$ cat src/rtl/uart_cmd_sequencer_pkg.sv
// Shared opcodes and state encoding for the UART command sequencer.
// Imported by the sequencer top and by the bench.
package uart_dbg_pkg;

  localparam logic [7:0] CMD_LOAD = 8'h4C;
  localparam logic [7:0] CMD_CONT = 8'h43;
  localparam logic [7:0] CMD_STEP = 8'h53;
  localparam logic [7:0] CMD_HALT = 8'h48;

  typedef enum logic [2:0] {
    IDLE,
    LEN,
    BYTES,
    RUN,
    STEP
  } state_t;

endpackage

$ cat src/rtl/uart_cmd_sequencer_if.sv
// Byte-receiver input and instruction-memory write bus
// of the UART command sequencer.
interface uart_cmd_sequencer_if #(
  parameter int BYTE_BITS = 8,
  parameter int WORD_BITS = 32,
  parameter int ADDR_BITS = 8
);

  logic                 rx_done;
  logic [BYTE_BITS-1:0] rx_data;
  logic                 imem_we;
  logic [ADDR_BITS-1:0] imem_addr;
  logic [WORD_BITS-1:0] imem_wdata;

  modport master (
    output rx_done,
    output rx_data,
    input  imem_we,
    input  imem_addr,
    input  imem_wdata
  );

  modport slave (
    input  rx_done,
    input  rx_data,
    output imem_we,
    output imem_addr,
    output imem_wdata
  );

endinterface

$ cat src/rtl/uart_cmd_sequencer_rx_timeout_counter.sv
// Inter-byte timeout counter for program loads; expired is
// high once TIMEOUT_CYCLES-1 idle cycles have elapsed since a clear.
module rx_timeout_counter #(
  parameter int TIMEOUT_CYCLES = 1_000_000
) (
  input  logic clk,
  input  logic reset,
  input  logic clear,
  input  logic enable,
  output logic expired
);

  localparam int CW =
    (TIMEOUT_CYCLES > 2) ? $clog2(TIMEOUT_CYCLES) : 1;
  localparam logic [CW-1:0] LAST = CW'(TIMEOUT_CYCLES - 1);

  logic [CW-1:0] cnt;

  assign expired = enable && (cnt == LAST);

  always_ff @(posedge clk) begin
    if (reset || clear) begin
      cnt <= '0;
    end else if (enable && !expired) begin
      cnt <= cnt + 1'b1;
    end
  end

endmodule

$ cat src/rtl/uart_cmd_sequencer.sv
// Decodes UART opcode bytes to load instruction memory
// and to run or single-step the CPU.
module uart_cmd_sequencer
  import uart_dbg_pkg::*;
#(
  parameter int BYTE_BITS      = 8,
  parameter int WORD_BITS      = 32,
  parameter int ADDR_BITS      = 8,
  parameter int TIMEOUT_CYCLES = 1_000_000
) (
  input  logic i_clk,
  input  logic i_reset,
  uart_cmd_sequencer_if.slave bus,
  input  logic i_cpu_halted,
  output logic o_cpu_reset,
  output logic o_cpu_enable,
  output logic o_busy,
  output logic o_load_done,
  output logic o_err
);

  localparam int BW = WORD_BITS - BYTE_BITS;

  state_t               state;
  logic [1:0]           byte_idx;
  logic [ADDR_BITS-1:0] word_idx;
  logic [BYTE_BITS-1:0] words_left;
  logic [BW-1:0]        word_buf;

  logic loading;
  logic tmo_clear;
  logic expired;
  logic is_load;
  logic is_cont;
  logic is_step;
  logic is_halt;

  assign loading   = (state == LEN) || (state == BYTES);
  assign tmo_clear = bus.rx_done || !loading;

  assign o_busy      = (state != IDLE);
  assign o_cpu_reset = loading;

  assign is_load = bus.rx_data == BYTE_BITS'(CMD_LOAD);
  assign is_cont = bus.rx_data == BYTE_BITS'(CMD_CONT);
  assign is_step = bus.rx_data == BYTE_BITS'(CMD_STEP);
  assign is_halt = bus.rx_data == BYTE_BITS'(CMD_HALT);

  rx_timeout_counter #(
    .TIMEOUT_CYCLES(TIMEOUT_CYCLES)
  ) u_tmo (
    .clk    (i_clk),
    .reset  (i_reset),
    .clear  (tmo_clear),
    .enable (loading),
    .expired(expired)
  );

  always_ff @(posedge i_clk) begin
    if (i_reset) begin
      state          <= IDLE;
      byte_idx       <= '0;
      word_idx       <= '0;
      words_left     <= '0;
      word_buf       <= '0;
      bus.imem_we    <= 1'b0;
      bus.imem_addr  <= '0;
      bus.imem_wdata <= '0;
      o_cpu_enable   <= 1'b0;
      o_load_done    <= 1'b0;
      o_err          <= 1'b0;
    end else begin
      bus.imem_we <= 1'b0;
      o_load_done <= 1'b0;
      o_err       <= 1'b0;
      unique case (state)
        IDLE: begin
          o_cpu_enable <= 1'b0;
          if (bus.rx_done) begin
            unique case (1'b1)
              is_load: state <= LEN;
              is_cont: begin
                state        <= RUN;
                o_cpu_enable <= !i_cpu_halted;
              end
              is_step: begin
                if (i_cpu_halted) begin
                  o_err <= 1'b1;
                end else begin
                  state        <= STEP;
                  o_cpu_enable <= 1'b1;
                end
              end
              default: o_err <= 1'b1;
            endcase
          end
        end
        LEN: begin
          if (bus.rx_done) begin
            if (bus.rx_data == '0) begin
              o_load_done <= 1'b1;
              state       <= IDLE;
            end else begin
              words_left <= bus.rx_data;
              word_idx   <= '0;
              byte_idx   <= '0;
              word_buf   <= '0;
              state      <= BYTES;
            end
          end else if (expired) begin
            o_err <= 1'b1;
            state <= IDLE;
          end
        end
        BYTES: begin
          if (bus.rx_done) begin
            byte_idx <= byte_idx + 2'd1;
            // Bytes shift in from the top so byte 0 ends in [7:0]
            if (byte_idx == 2'd3) begin
              bus.imem_we    <= 1'b1;
              bus.imem_addr  <= word_idx;
              bus.imem_wdata <= {bus.rx_data, word_buf};
              word_idx       <= word_idx + 1'b1;
              words_left     <= words_left - 1'b1;
              if (words_left == BYTE_BITS'(1)) begin
                o_load_done <= 1'b1;
                state       <= IDLE;
              end
            end else begin
              word_buf <= {bus.rx_data,
                           word_buf[BW-1:BYTE_BITS]};
            end
          end else if (expired) begin
            o_err    <= 1'b1;
            byte_idx <= '0;
            word_buf <= '0;
            state    <= IDLE;
          end
        end
        RUN: begin
          if (i_cpu_halted || (bus.rx_done && is_halt)) begin
            o_cpu_enable <= 1'b0;
            state        <= IDLE;
          end
        end
        STEP: begin
          o_cpu_enable <= 1'b0;
          state        <= IDLE;
        end
        default: state <= IDLE;
      endcase
    end
  end

endmodule

$ cat src/flat_wrapper.sv
// flat-port wrapper written by rule: the top's interface ports become plain ports
module uart_cmd_sequencer_flat import uart_dbg_pkg::*;
#(
  parameter int BYTE_BITS      = 8,
  parameter int WORD_BITS      = 32,
  parameter int ADDR_BITS      = 8,
  parameter int TIMEOUT_CYCLES = 1_000_000
)
  (i_clk, i_reset, i_cpu_halted, o_cpu_reset, o_cpu_enable, o_busy, o_load_done, o_err, bus_rx_done, bus_rx_data, bus_imem_we, bus_imem_addr, bus_imem_wdata);
  uart_cmd_sequencer_if #(.BYTE_BITS(BYTE_BITS), .WORD_BITS(WORD_BITS), .ADDR_BITS(ADDR_BITS)) bus_i ();
  input  logic i_clk;
  input  logic i_reset;
  input  logic i_cpu_halted;
  output logic o_cpu_reset;
  output logic o_cpu_enable;
  output logic o_busy;
  output logic o_load_done;
  output logic o_err;
  input wire logic [$bits(bus_i.rx_done)-1:0] bus_rx_done;
  input wire logic [$bits(bus_i.rx_data)-1:0] bus_rx_data;
  output wire logic [$bits(bus_i.imem_we)-1:0] bus_imem_we;
  output wire logic [$bits(bus_i.imem_addr)-1:0] bus_imem_addr;
  output wire logic [$bits(bus_i.imem_wdata)-1:0] bus_imem_wdata;
  assign bus_i.rx_done = bus_rx_done;
  assign bus_i.rx_data = bus_rx_data;
  assign bus_imem_we = bus_i.imem_we;
  assign bus_imem_addr = bus_i.imem_addr;
  assign bus_imem_wdata = bus_i.imem_wdata;
  uart_cmd_sequencer #(.BYTE_BITS(BYTE_BITS), .WORD_BITS(WORD_BITS), .ADDR_BITS(ADDR_BITS), .TIMEOUT_CYCLES(TIMEOUT_CYCLES)) u_core (.i_clk(i_clk), .i_reset(i_reset), .bus(bus_i), .i_cpu_halted(i_cpu_halted), .o_cpu_reset(o_cpu_reset), .o_cpu_enable(o_cpu_enable), .o_busy(o_busy), .o_load_done(o_load_done), .o_err(o_err));
endmodule
$ cat config.mk
export PLATFORM = sky130hd
export DESIGN_NAME = uart_cmd_sequencer_flat
export DESIGN_NICKNAME = d
export VERILOG_FILES = /design/src/rtl/uart_cmd_sequencer_pkg.sv /design/src/rtl/uart_cmd_sequencer_if.sv /design/src/rtl/uart_cmd_sequencer_rx_timeout_counter.sv /design/src/rtl/uart_cmd_sequencer.sv /design/src/flat_wrapper.sv
export SDC_FILE = /design/constraint.sdc
export NUM_CORES = 1
export LEC_CHECK = 0
export BUFFER_PORTS_ARGS = -buffer_cell sky130_fd_sc_hd__buf_4
export CAP_MARGIN = 20
export CORE_MARGIN = 1
export CORE_UTILIZATION = 50
export DETAILED_ROUTE_END_ITERATION = 8
export PLACE_DENSITY = 0.76
export REMOVE_ABC_BUFFERS = 1
export SKIP_CTS_REPAIR_TIMING = 1
export SLEW_MARGIN = 15
export SYNTH_ARGS = -nofsm -noshare
export SYNTH_HDL_FRONTEND = slang
export SYNTH_SLANG_ARGS = --single-unit
$ cat constraint.sdc
create_clock -name i_clk -period 6.41 [get_ports i_clk]
set_clock_uncertainty 0.15 [all_clocks]
set_input_delay 0.641 -clock i_clk [delete_from_list [all_inputs] [get_ports i_clk]]
set_output_delay 0.641 -clock i_clk [all_outputs]
set_load 0.03 [all_outputs]
Word-level counts from Yosys, hierarchy flattened --
Cells that the tools add are included.
Cells by class: add/sub/neg operators 4, eq/ne operators 23, muxes and demuxes 50, bitwise operators 2, reduce and logical (&&, ||, !) cells 24
Operators with widths (count):
- $mux 24 | 5
- $mux 8 | 8
- $pmux 24 s2 | 1
- $eq 8x7->1 const B | 4
- $pmux 8 s2 | 2
- $mux 3 | 8
- $add 20x1->20 const B | 1
- $eq 20x20->1 const B | 1
- $ne 3x3->1 const B | 5
- $mux 1 | 13
- $pmux 3 s4 | 1
- $mux 2 | 5
- $ne 2x2->1 const B | 5
- $reduce_and 5->1 | 2
- $pmux 3 s3 | 1
- $add 8x1->8 const B | 1
- $eq 8x1->1 const B | 1
- $logic_not 8->1 | 1
- $pmux 1 s2 | 4
- $sub 8x1->8 const B | 1
- $eq 3x2->1 const B | 2
- $reduce_and 6->1 | 1
- $reduce_bool 3->1 | 2
- $logic_or 1x1->1 | 4
- 18 further kinds | 24
Storage, ports and cells: bits in registers 109, logic and storage cells 115

Depth between registers and ports, before layout --
Gate-level depths: netlist (run 1).
depth in word-level cells 6, mapped depth 9, gate-level depth less buffers 6

Hierarchy --
A second synthesis (run 1) with hierarchy kept.
Second synthesis, totals: cells, all modules 575, area, all modules 4737.0 µm²
Modules (own cells, without submodules):
- uart_cmd_sequencer | times used 1, cells each 459, area an instance 3736.1 µm², seq. area each 1781.7 µm²
- rx_timeout_counter | times used 1, cells each 116, area an instance 1001.0 µm², seq. area each 400.4 µm²

Worst setup path after synthesis (run 1) --
Ideal clock, no wire load.
path kind input to register, start input port bus_rx_data[7], end register u_core.word_buf[16], setup time 0.059 ns, data arrival time 2.336 ns, required time 6.201 ns, path slack 3.866 ns, stages 6, buffers on the path 1, cells stage by stage or4_1 > o311a_1 > nor2_1 > a221o_1 > buf_4 > a22o_1
On the way: cells in the longest elaborated chain, start to end 3
Ends and longest elaborated chain:
- start, declared | line flat_wrapper.sv:20 | input wire logic [$bits(bus_i.rx_data)-1:0] bus_rx_data;
- $logic_not 8->1 | line uart_cmd_sequencer.sv:100 | if (bus.rx_data == '0) begin
- $ne 2x2->1 (no source line)
- $reduce_and 5->1 (no source line)
- end signal, assigned | line uart_cmd_sequencer.sv:130 | word_buf <= {bus.rx_data,
- end, declared | line uart_cmd_sequencer.sv:28 | logic [BW-1:0] word_buf;
No other way between the ends. A chain may end at the register's enable or synchronous reset.

Worst setup path in the final report (run 1) --
start register u_core.state[1], end register u_core.word_buf[17]
On the way: cells in the longest elaborated chain, start to end 5
Ends and longest elaborated chain:
- start, declared | line uart_cmd_sequencer.sv:24 | state_t state;
- start signal, assigned | line uart_cmd_sequencer.sv:61 | state <= IDLE;
- start signal, assigned | line uart_cmd_sequencer.sv:81 | is_load: state <= LEN;
- start signal, assigned | line uart_cmd_sequencer.sv:83 | state <= RUN;
- $eq 3x1->1 / $eq 3x2->1 (equally long branches) | line uart_cmd_sequencer.sv:38, uart_cmd_sequencer.sv:76
- $logic_or 1x1->1 | line uart_cmd_sequencer.sv:38 | assign loading = (state == LEN) || (state == BYTES);
- $logic_and 1x1->1 | line uart_cmd_sequencer_rx_timeout_counter.sv:19 | assign expired = enable && (cnt == LAST);
- $ne 3x3->1 (no source line)
- $reduce_and 5->1 (no source line)
Parallel ways exist; a longest one is shown, timed or not.

==> results of run 1 <==
==> through the flow <==
step | instance area, um2 | setup WS [ps] | util | hold slack [ps]
after floorplan | 4360 | 2830 | - | 276
after global placement | 4950 | 3230 | 0.568 | 292
after detailed placement | 4950 | 3140 | 0.568 | 295
after CTS | 5150 | 3140 | 0.591 | 311
after global routing | 5150 | 2880 | 0.591 | 321
final | 5150 | 3190 | 0.591 | 308
==> routing by layer <==
layer / up-vias / wire, um / track usage
met5: - / 0 / 0
met2: 100 / 4760 / 0.367
met1: 1849 / 4650 / 0.279
li1: 1960 / - / -
met3: 12 / 458 / 0.0405
met4: 0 / 102 / 0.0781
==> path summary, 6_finish.rpt <==
check | from | end
max | u_core.state[1] | u_core.word_buf[17]
min | u_core.bus.imem_wdata[7] | u_core.bus.imem_wdata[7]
max reg2reg | u_core.state[1] | u_core.word_buf[17]
min reg2reg | u_core.bus.imem_wdata[7] | u_core.bus.imem_wdata[7]
==> placed cells by master (no fill, tap or decap), types with 5 or more instances in the layout <==
cell / netlist / layout
nand3_1: 11 / 10
buf_4: 2 / 60
nor3_1: 7 / 7
a22o_1: 25 / 25
or4_1: 5 / 5
inv_1: 6 / 6
clkbuf_8: 0 / 10
a211oi_1: 6 / 6
ha_1: 5 / 5
dfxtp_1: 109 / 109
nand2_1: 111 / 111
o211ai_1: 9 / 9
nor2_1: 34 / 34
nand4_1: 7 / 7
xor2_1: 13 / 13
or3_1: 10 / 10
a21oi_1: 62 / 62
o21ai_0: 14 / 14
==> flip-flops by register name (all words and copies together), names as in the netlist <==
name and flops:
u_core.o_cpu_enable 1, u_core.byte_idx 2, u_core.word_idx 8, u_core.word_buf 24, u_core.u_tmo.cnt 20, u_core.o_load_done 1, u_core.words_left 8, u_core.bus.imem_addr 8
u_core.bus.imem_wdata 32, u_core.o_err 1, u_core.state 3, u_core.bus.imem_we 1
==> Yosys cell counts, types with 2 or more instances <==
cell and number:
and3_1 2, o31ai_1 4, xor2_1 13, or4_1 5, buf_4 2, o2111ai_1 2, inv_1 6, ha_1 5
o211ai_1 9, and2_1 3, buf_2 4, a21o_1 2, a221oi_1 2, nor2_1 34, a22o_1 25, nor3b_1 2
nand2b_1 2, a211oi_1 6, o21ai_0 14, nand4_1 7, a31oi_1 2, nor4bb_1 2, a311oi_1 2, a21oi_1 62
nand3_1 11, dfxtp_1 109, nor4_1 4, or3_1 10, xnor2_1 4, o22ai_1 4, nand2_1 111, nand3b_1 3
clkbuf_1 27, nor4b_1 2, nor3_1 7
==> kinds of logic after synthesis <==
family | synth area share
simple gates | 0.221
buf+inv | 0.0370
xor+xnor | 0.0331
flops | 0.485
fa+ha+maj | 0.0139
compound gates | 0.208
mux | 0.00222
==> worst max-delay path: stages, from the launching register on <==
cell and delay [ps]:
dfxtp_1 490, nor3b_1 230, buf_4 240, nand3_2 720, nor2_1 360, a221o_1 720
a22o_1 230
==> report_power, final <==
part	internal, mW	total (mW)	switching (mW)
Sequential	0.677	0.677	0.000311
Combinational	0.00924	0.0314	0.0221
Clock	0.191	0.412	0.221
Total	0.877	1.12	0.244
==> area by class of cell <==
| type | count | area [um2] | share of cell area |
|---|---|---|---|
| repair buffers | 60 | 450 | 0.0874 |
| inverters | 7 | 26.3 | 0.00510 |
| flip-flops and latches | 109 | 2180 | 0.424 |
| clock buffers | 10 | 138 | 0.0267 |
| multi-input cells | 379 | 2160 | 0.419 |
| clock inverters | 5 | 60.1 | 0.0117 |
| well taps | 108 | 135 | 0.0262 |
==> metrics.yaml, run 1 <==
routing:
  num_vias: 3921
  route.detailed.drc: 0
  wl_mm: 9.98
  drt-wirelength-per-cell_um: 14.7
  dr.pass1.iters: 5
  ant_nets: 0
  drt_iter0_drc: 193
  vias_per_cell: 5.78
clock_network:
  cts_buffers: 9
  cts.sinks: 109
  root_buffer: "clkbuf_8"
  htreeDepth: 3
  clk_pin_slew_ps: 100
  cts_tree: "built"
  clockBufferDepth: 2
  clk_latency_ps: 370
timing:
  final-hold-violation-count: 0
  finalMaxSlewViolations: 0
  finalSetupViolations: 0
  tns_ps: 0
  period_share: 0.502
  slew_headroom: 0.385
  rsz0062_at_grt: "no"
  tightest_slew_ps: 922
  period_minus_slack_ps: 3220
  max_freq_ghz: 0.311
yosys:
  yosys.area.top_type: "dfxtp_1"
  synth_cells: 529
  synth_top_area_frac: 0.485
  yosysUniqueCellTypes: 55
  syn_area_per_cell_um2: 8.51
  yosysSeqAreaShare: 0.485
  synthArstFlopShare: 0
  synth-seq-cells: 109
  synth-edff-count: 0
  synthTopCellsByArea: "dfxtp_1 48%, nand2_1 9.3%, a21oi_1 6.9%, a22o_1 4.9%, nor2_1 2.8%"
  synth_top_flop_cell: "dfxtp_1"
  syn_area_mm2: 0.00450
  ys_warn_count: 0
placement:
  gp_congestion: 0.876
  place_hpwl_mm: 6.82
  dp_cells: 663
  portBuffers: 57
final_layout:
  area_growth_pct: 14.4
  fin_cells: 678
  drive_above_1_share: 0.146
  nets: 583
  diodes: 0
  num-fill-cells: 788
critical_path:
  r2r_cells: 6
  r2r_slack_ps: 3190
  worstPathArrival_ps: 3370
  worstPathRequired_ps: 6560
  path_max_fanout: 47
  critPathCaptureType: "register"
  path_class: "reg2reg"
  worstSetupStartpointType: "register"
floorplanning:
  io_pins: 58
  die_area_mm2: 0.00939
  die_h_um: 96.9
  die_w_um: 96.9
  placementRows: 34
  coreArea_mm2: 0.00872
  start_util: 0.516
power_and_ir_drop:
  power.density_mw_per_mm2: 218
  power_mw: 1.12
  cellLeakagePower_nw: 1.85
  ir_drop_mv: 0.153
global_routing:
  antenna_found_initial: 0
  grt_max_degree: 61
  grt_pass1_wl_mm: 17.1
  grt_pass1_vias: 3743
  track_usage: 0.218
  overflow: 0
run_status:
  status: "finished clean"
min_path:
  whs_path_depth: 2
  hold_class: "reg2reg"
flow_run:
  maxCapViolCount: 0
Note: power is estimated with default switching activity, not from simulation.
==> run 2, diff against run 1 <==
==> constraint.sdc (replaced) <==
create_clock -name i_clk -period 3.1 [get_ports i_clk]
set_clock_uncertainty 0.15 [all_clocks]
set_input_delay 0.31 -clock i_clk [delete_from_list [all_inputs] [get_ports i_clk]]
set_output_delay 0.31 -clock i_clk [all_outputs]
set_load 0.03 [all_outputs]
==> metrics.yaml, run 2 (synthesis results as in run 1) <==
timing:
  final-hold-violation-count: 0  # unchanged
  worst_slack_ps: 593  # -2600 ps
  tightest_slew_ps: 632  # -290 ps
  rsz0062_at_grt: "no"
  slew_headroom: 0.575  # +0.190
  finalSetupViolations: 0  # unchanged
  period_share: 0.809  # +0.307
  period_minus_slack_ps: 2510  # -709 ps
  max_freq_ghz: 0.399  # +28%
  holdWs_ps: 50.3  # -258 ps
  finalMaxSlewViolations: 0  # unchanged
critical_path:
  worstPathRequired_ps: 3210  # -3350 ps
  critPathTopFamily: "simple AND/OR/NAND/NOR gates"
  r2r_slack_ps: 590  # -2600 ps
  cpPeakStageDelay_ps: 420  # -300 ps
  crit_chain: "ha_1, nand2_1, or2_2, or3_1, a221o_1, buf_4, a22o_1"
  critPathCaptureType: "register"
  slowest_stage: "dfxtp_1"
  r2r_start: "u_core.u_tmo.cnt[0]"
  path_max_fanout: 24  # -49%
  rr_endpoint: "u_core.word_buf[17]"
  crit_buf_inv: 1  # unchanged
  r2r_cells: 7  # +1
  worstPathArrival_ps: 2620  # -750 ps
  path_class: "reg2reg"
  worstSetupStartpointType: "register"
final_layout:
  regMostFlops: "u_core.bus.imem_wdata"
  reg_top3: "u_core.bus.imem_wdata: 32 flops, u_core.word_buf: 24 flops, u_core.u_tmo.cnt: 20 flops"
  area_growth_pct: 15.3
  num-fill-cells: 771  # -2.2%
  mostFrequentLayoutCells: "111 x nand2_1, 109 x dfxtp_1, 65 x buf_4"
  drive_above_1_share: 0.155  # +0.00890
  diodes: 0  # unchanged
  final_common_cell: "nand2_1"
  nets: 588  # +0.86%
  largest_register_ffs: 32  # unchanged
clock_network:
  cts.sinks: 109  # unchanged
  cts_tree: "built"
  clockBufferDepth: 2  # unchanged
  htreeDepth: 3  # unchanged
  clk_latency_ps: 370  # about the same
  clk_pin_slew_ps: 100  # about the same
  root_buffer: "clkbuf_8"
  cts_buffers: 9  # unchanged
global_routing:
  grt_pass1_wl_mm: 17.4  # +2.0%
  grt_pass1_vias: 3729  # -0.37%
  grt_max_degree: 61  # unchanged
  antenna_found_initial: 0  # unchanged
  track_usage: 0.223  # +0.00538
  overflow: 0  # unchanged
min_path:
  worstHoldStart: "bus_rx_data[5]"
  whs_path_depth: 2  # unchanged
  hold_class: "in2reg"
  hold_end: "u_core.word_buf[21]"
placement:
  post-place-ws_ps: 496  # -2650 ps
  place_hpwl_mm: 7.01  # +2.7%
  gp_congestion: 0.985  # +13%
  portBuffers: 57  # unchanged
routing:
  drt_iter0_drc: 236  # +22%
  vias_per_cell: 5.85  # +1.2%
  route.detailed.drc: 0  # unchanged
  dr.pass1.iters: 5  # unchanged
  drt-wirelength-per-cell_um: 14.8  # +0.82%
  wl_mm: 10.1  # +1.7%
  ant_nets: 0  # unchanged
  num_vias: 4004  # +2.1%
floorplanning:
  die_w_um: 96.9  # unchanged
  placementRows: 34  # unchanged
  start_util: 0.516  # unchanged
  coreArea_mm2: 0.00872  # unchanged
  die_h_um: 96.9  # unchanged
  io_pins: 58  # unchanged
  die_area_mm2: 0.00939  # unchanged
flow_run:
  maxCapViolCount: 0  # unchanged
power_and_ir_drop:
  power_mw: 2.34  # +110%
  power.density_mw_per_mm2: 450  # +110%
  ir_drop_mv: 0.343  # +120%
  cellLeakagePower_nw: 1.87  # +1.3%
run_status:
  status: "finished clean"
[run 2: cell count changes in the layout (fill, tap and decap cells not counted), sizes merged]
cell,previous run,this run
inv,8,11
clkbuf,10,9
buf,60,65
clkinv,2,1
[run 2: how the worst max path moves through the flow]
stage,from,endpoint,slack [ps],cells past startpoint
floorplan,u_core.state[1],u_core.word_buf[0],-480,5
global placement,bus_rx_data[7],u_core.word_buf[4],640,7
detailed placement,bus_rx_data[7],u_core.words_left[1],500,6
CTS,u_core.state[1],u_core.words_left[4],580,5
global route,u_core.state[1],u_core.word_buf[17],320,6
finish,u_core.u_tmo.cnt[0],u_core.word_buf[17],590,7
[run 2: layout make-up]
| cell class | instances | area (um2) | area share |
|---|---|---|---|
| clock inverter | 7 | 77.6 | 0.0149 |
| tap | 108 | 135 | 0.0260 |
| clock buffer | 9 | 124 | 0.0239 |
| inverter | 7 | 26.3 | 0.00506 |
| multi-input combinational | 379 | 2160 | 0.416 |
| sequential | 109 | 2180 | 0.420 |
| timing repair buffer | 65 | 488 | 0.0940 |
[run 2: metal layers]
| metal | share of wire | GRT usage | vias to the layer above |
|---|---|---|---|
| li1 | - | - | 1960 |
| met1 | 0.45 | 0.292 | 1877 |
| met2 | 0.48 | 0.361 | 151 |
| met3 | 0.056 | 0.0412 | 16 |
| met4 | 0.011 | 0.0953 | 0 |
| met5 | 0 | 0 | - |
[run 2: where the power goes]
part           leakage [nW]  total, mW  switching [mW]  internal [mW]
Combinational         0.893     0.0662          0.0461         0.0201
Clock                 0.101      0.869           0.485          0.384
Sequential            0.878       1.40        0.000615           1.40
Total                  1.87       2.34           0.532           1.80
[run 2: worst reg2reg max path: stages, from the launching register on]
cell and delay [ps]:
dfxtp_1 420, ha_1 240, nand2_1 100, or2_2 370, or3_1 390, a221o_1 290, buf_4 210, a22o_1 230
[run 2: stage by stage]
| step | instances | TNS (ps) | util | area, um2 |
|---|---|---|---|---|
| 6_report | 684 | 0 | 0.595 | 5190 |
| 3_5_place_dp | 668 | 0 | 0.572 | 4990 |
| 2_1_floorplan | 495 | -14390 | - | 4360 |
| 4_1_cts | 684 | 0 | 0.595 | 5190 |
| 3_3_place_gp | 668 | 0 | 0.572 | 4990 |
| 5_1_grt | 684 | 0 | 0.595 | 5190 |
==> run 3, diff against run 2 <==
==> constraint.sdc (replaced) <==
create_clock -name i_clk -period 2.5 [get_ports i_clk]
set_clock_uncertainty 0.15 [all_clocks]
set_input_delay 0.25 -clock i_clk [delete_from_list [all_inputs] [get_ports i_clk]]
set_output_delay 0.25 -clock i_clk [all_outputs]
set_load 0.03 [all_outputs]
==> metrics.yaml, run 3 (synthesis results as in run 1) <==
critical_path:
  worstSetupStartpointType: "register"
  path_max_fanout: 24  # unchanged
  r2r_slack_ps: 70  # -530 ps
  rr_endpoint: "u_core.word_buf[17]"
  crit_cells: 7  # unchanged
  worstPathArrival_ps: 2540  # -80 ps
  r2r_cells: 7  # unchanged
  cpPeakStageDelay_ps: 410  # about the same
  critPathCaptureType: "register"
  crit_buf_inv: 1  # unchanged
  critPathTopFamily: "simple AND/OR/NAND/NOR gates"
  crit_chain: "ha_1, nand2_1, or2_2, or3_1, a221o_1, buf_12, a22o_1"
  r2r_start: "u_core.u_tmo.cnt[1]"
  worstPathRequired_ps: 2610  # -600 ps
  path_class: "reg2reg"
  slowest_stage: "dfxtp_1"
routing:
  drt_iter0_drc: 369  # +56%
  vias_per_cell: 5.81  # -0.76%
  dr.pass1.iters: 5  # unchanged
  num_vias: 4055  # +1.3%
  wl_mm: 10.4  # +2.5%
  drt-wirelength-per-cell_um: 14.9  # +0.49%
  route.detailed.drc: 0  # unchanged
  ant_nets: 0  # unchanged
final_layout:
  reg_top3: "u_core.bus.imem_wdata: 32 flops, u_core.word_buf: 24 flops, u_core.u_tmo.cnt: 20 flops"
  drive_above_1_share: 0.171  # +0.0167
  nets: 602  # +2.4%
  largest_register_ffs: 32  # unchanged
  fin_area_mm2: 0.00534  # +2.8%
  diodes: 0  # unchanged
  final_common_cell: "nand2_1"
  mostFrequentLayoutCells: "111 x nand2_1, 108 x dfxtp_1, 73 x buf_4"
  regMostFlops: "u_core.bus.imem_wdata"
  area_growth_pct: 18.6
clock_network:
  cts_tree: "built"
  clockBufferDepth: 2  # unchanged
  clk_pin_slew_ps: 100  # about the same
  root_buffer: "clkbuf_8"
  htreeDepth: 3  # unchanged
  cts_buffers: 9  # unchanged
  clk_latency_ps: 380  # about the same
  cts.sinks: 109  # unchanged
global_routing:
  overflow: 0  # unchanged
  track_usage: 0.218  # -0.00479
  antenna_found_initial: 0  # unchanged
  grt_pass1_vias: 3780  # +1.4%
  grt_pass1_wl_mm: 17.1  # -1.9%
  grt_max_degree: 34  # -44%
floorplanning:
  die_area_mm2: 0.00939  # unchanged
  placementRows: 34  # unchanged
  die_w_um: 96.9  # unchanged
  start_util: 0.516  # unchanged
  io_pins: 58  # unchanged
  coreArea_mm2: 0.00872  # unchanged
  die_h_um: 96.9  # unchanged
timing:
  period_share: 0.974  # +0.165
  period_minus_slack_ps: 2430  # -72.5 ps
  finalSetupViolations: 0  # unchanged
  finalMaxSlewViolations: 0  # unchanged
  max_freq_ghz: 0.411  # +3.0%
  final-hold-violation-count: 0  # unchanged
  slew_headroom: 0.591  # +0.0165
  worst_slack_ps: 65.2  # -527 ps
  tightest_slew_ps: 607  # -25.3 ps
  tns_ps: 0  # unchanged
min_path:
  hold_end: "u_core.o_err"
  whs_path_depth: 2  # unchanged
  hold_class: "in2reg"
  worstHoldStart: "bus_rx_done"
placement:
  place_hpwl_mm: 7.24  # +3.3%
  post-place-ws_ps: 117  # -379 ps
  placed_area_mm2: 0.00509  # +2.0%
  portBuffers: 57  # unchanged
  gp_congestion: 0.857  # -13%
flow_run:
  maxCapViolCount: 0  # unchanged
power_and_ir_drop:
  power.density_mw_per_mm2: 538  # +20%
  cellLeakagePower_nw: 1.94  # +3.8%
  ir_drop_mv: 0.351  # +2.6%
  power_mw: 2.87  # +23%
run_status:
  status: "finished clean"
-- run 3: changes by cell type in the layout (fill, tap and decap cells not counted), moves of 2 or more --
cell / previous run / this run
buf_12: 0 / 2
inv_6: 4 / 2
clkinv_4: 0 / 2
dlygate4sd3_1: 0 / 4
buf_4: 65 / 73
inv_8: 0 / 2
-- run 3: stage by stage --
step | hold WS (ps) | instances | util
floorplan | 169 | 495 | -
global placement | 293 | 678 | 0.584
detailed placement | 297 | 678 | 0.584
CTS | -18.3 | 694 | 0.606
global route | 5.91 | 698 | 0.612
finish | 1.03 | 698 | 0.612
-- run 3: worst reg2reg max path, stage by stage (launching register included) --
cell and delay [ps]:
dfxtp_1 410, ha_1 230, nand2_1 120, or2_2 370, or3_1 360, a221o_1 340, buf_12 170, a22o_1 190
-- run 3: layout make-up --
type,count,area (um2)
Tap cell,108,135
Timing Repair Buffer,79,628
Inverter,7,26.3
Multi-Input combinational cell,379,2170
Clock buffer,9,124
Sequential cell,109,2180
Clock inverter,7,73.8
Fill cell,774,3380
-- run 3: worst max path at each step --
stage	to	startpoint	slack, ps
6_report	u_core.word_buf[17]	u_core.u_tmo.cnt[1]	70
5_1_grt	u_core.word_buf[17]	u_core.u_tmo.cnt[1]	-2
4_1_cts	u_core.word_buf[17]	u_core.u_tmo.cnt[0]	100
3_5_place_dp	u_core.word_buf[20]	u_core.u_tmo.cnt[0]	120
3_3_place_gp	u_core.word_buf[0]	u_core.u_tmo.cnt[0]	210
2_1_floorplan	u_core.word_buf[0]	u_core.state[1]	-1080
-- run 3: report_power, final --
part	switching, mW	total (mW)	leakage [nW]	internal [mW]
registers	0.000799	1.74	0.878	1.74
clock network	0.648	1.04	0.101	0.396
logic	0.0590	0.0922	0.965	0.0332
-- run 3: per-layer routing --
metal  vias up  track usage  wire length [um]
met5         -            0                 0
met2       125        0.371              4960
met4         0       0.0792               213
li1       1992            -                 -
met1      1918        0.275              4700
met3        20       0.0419               532
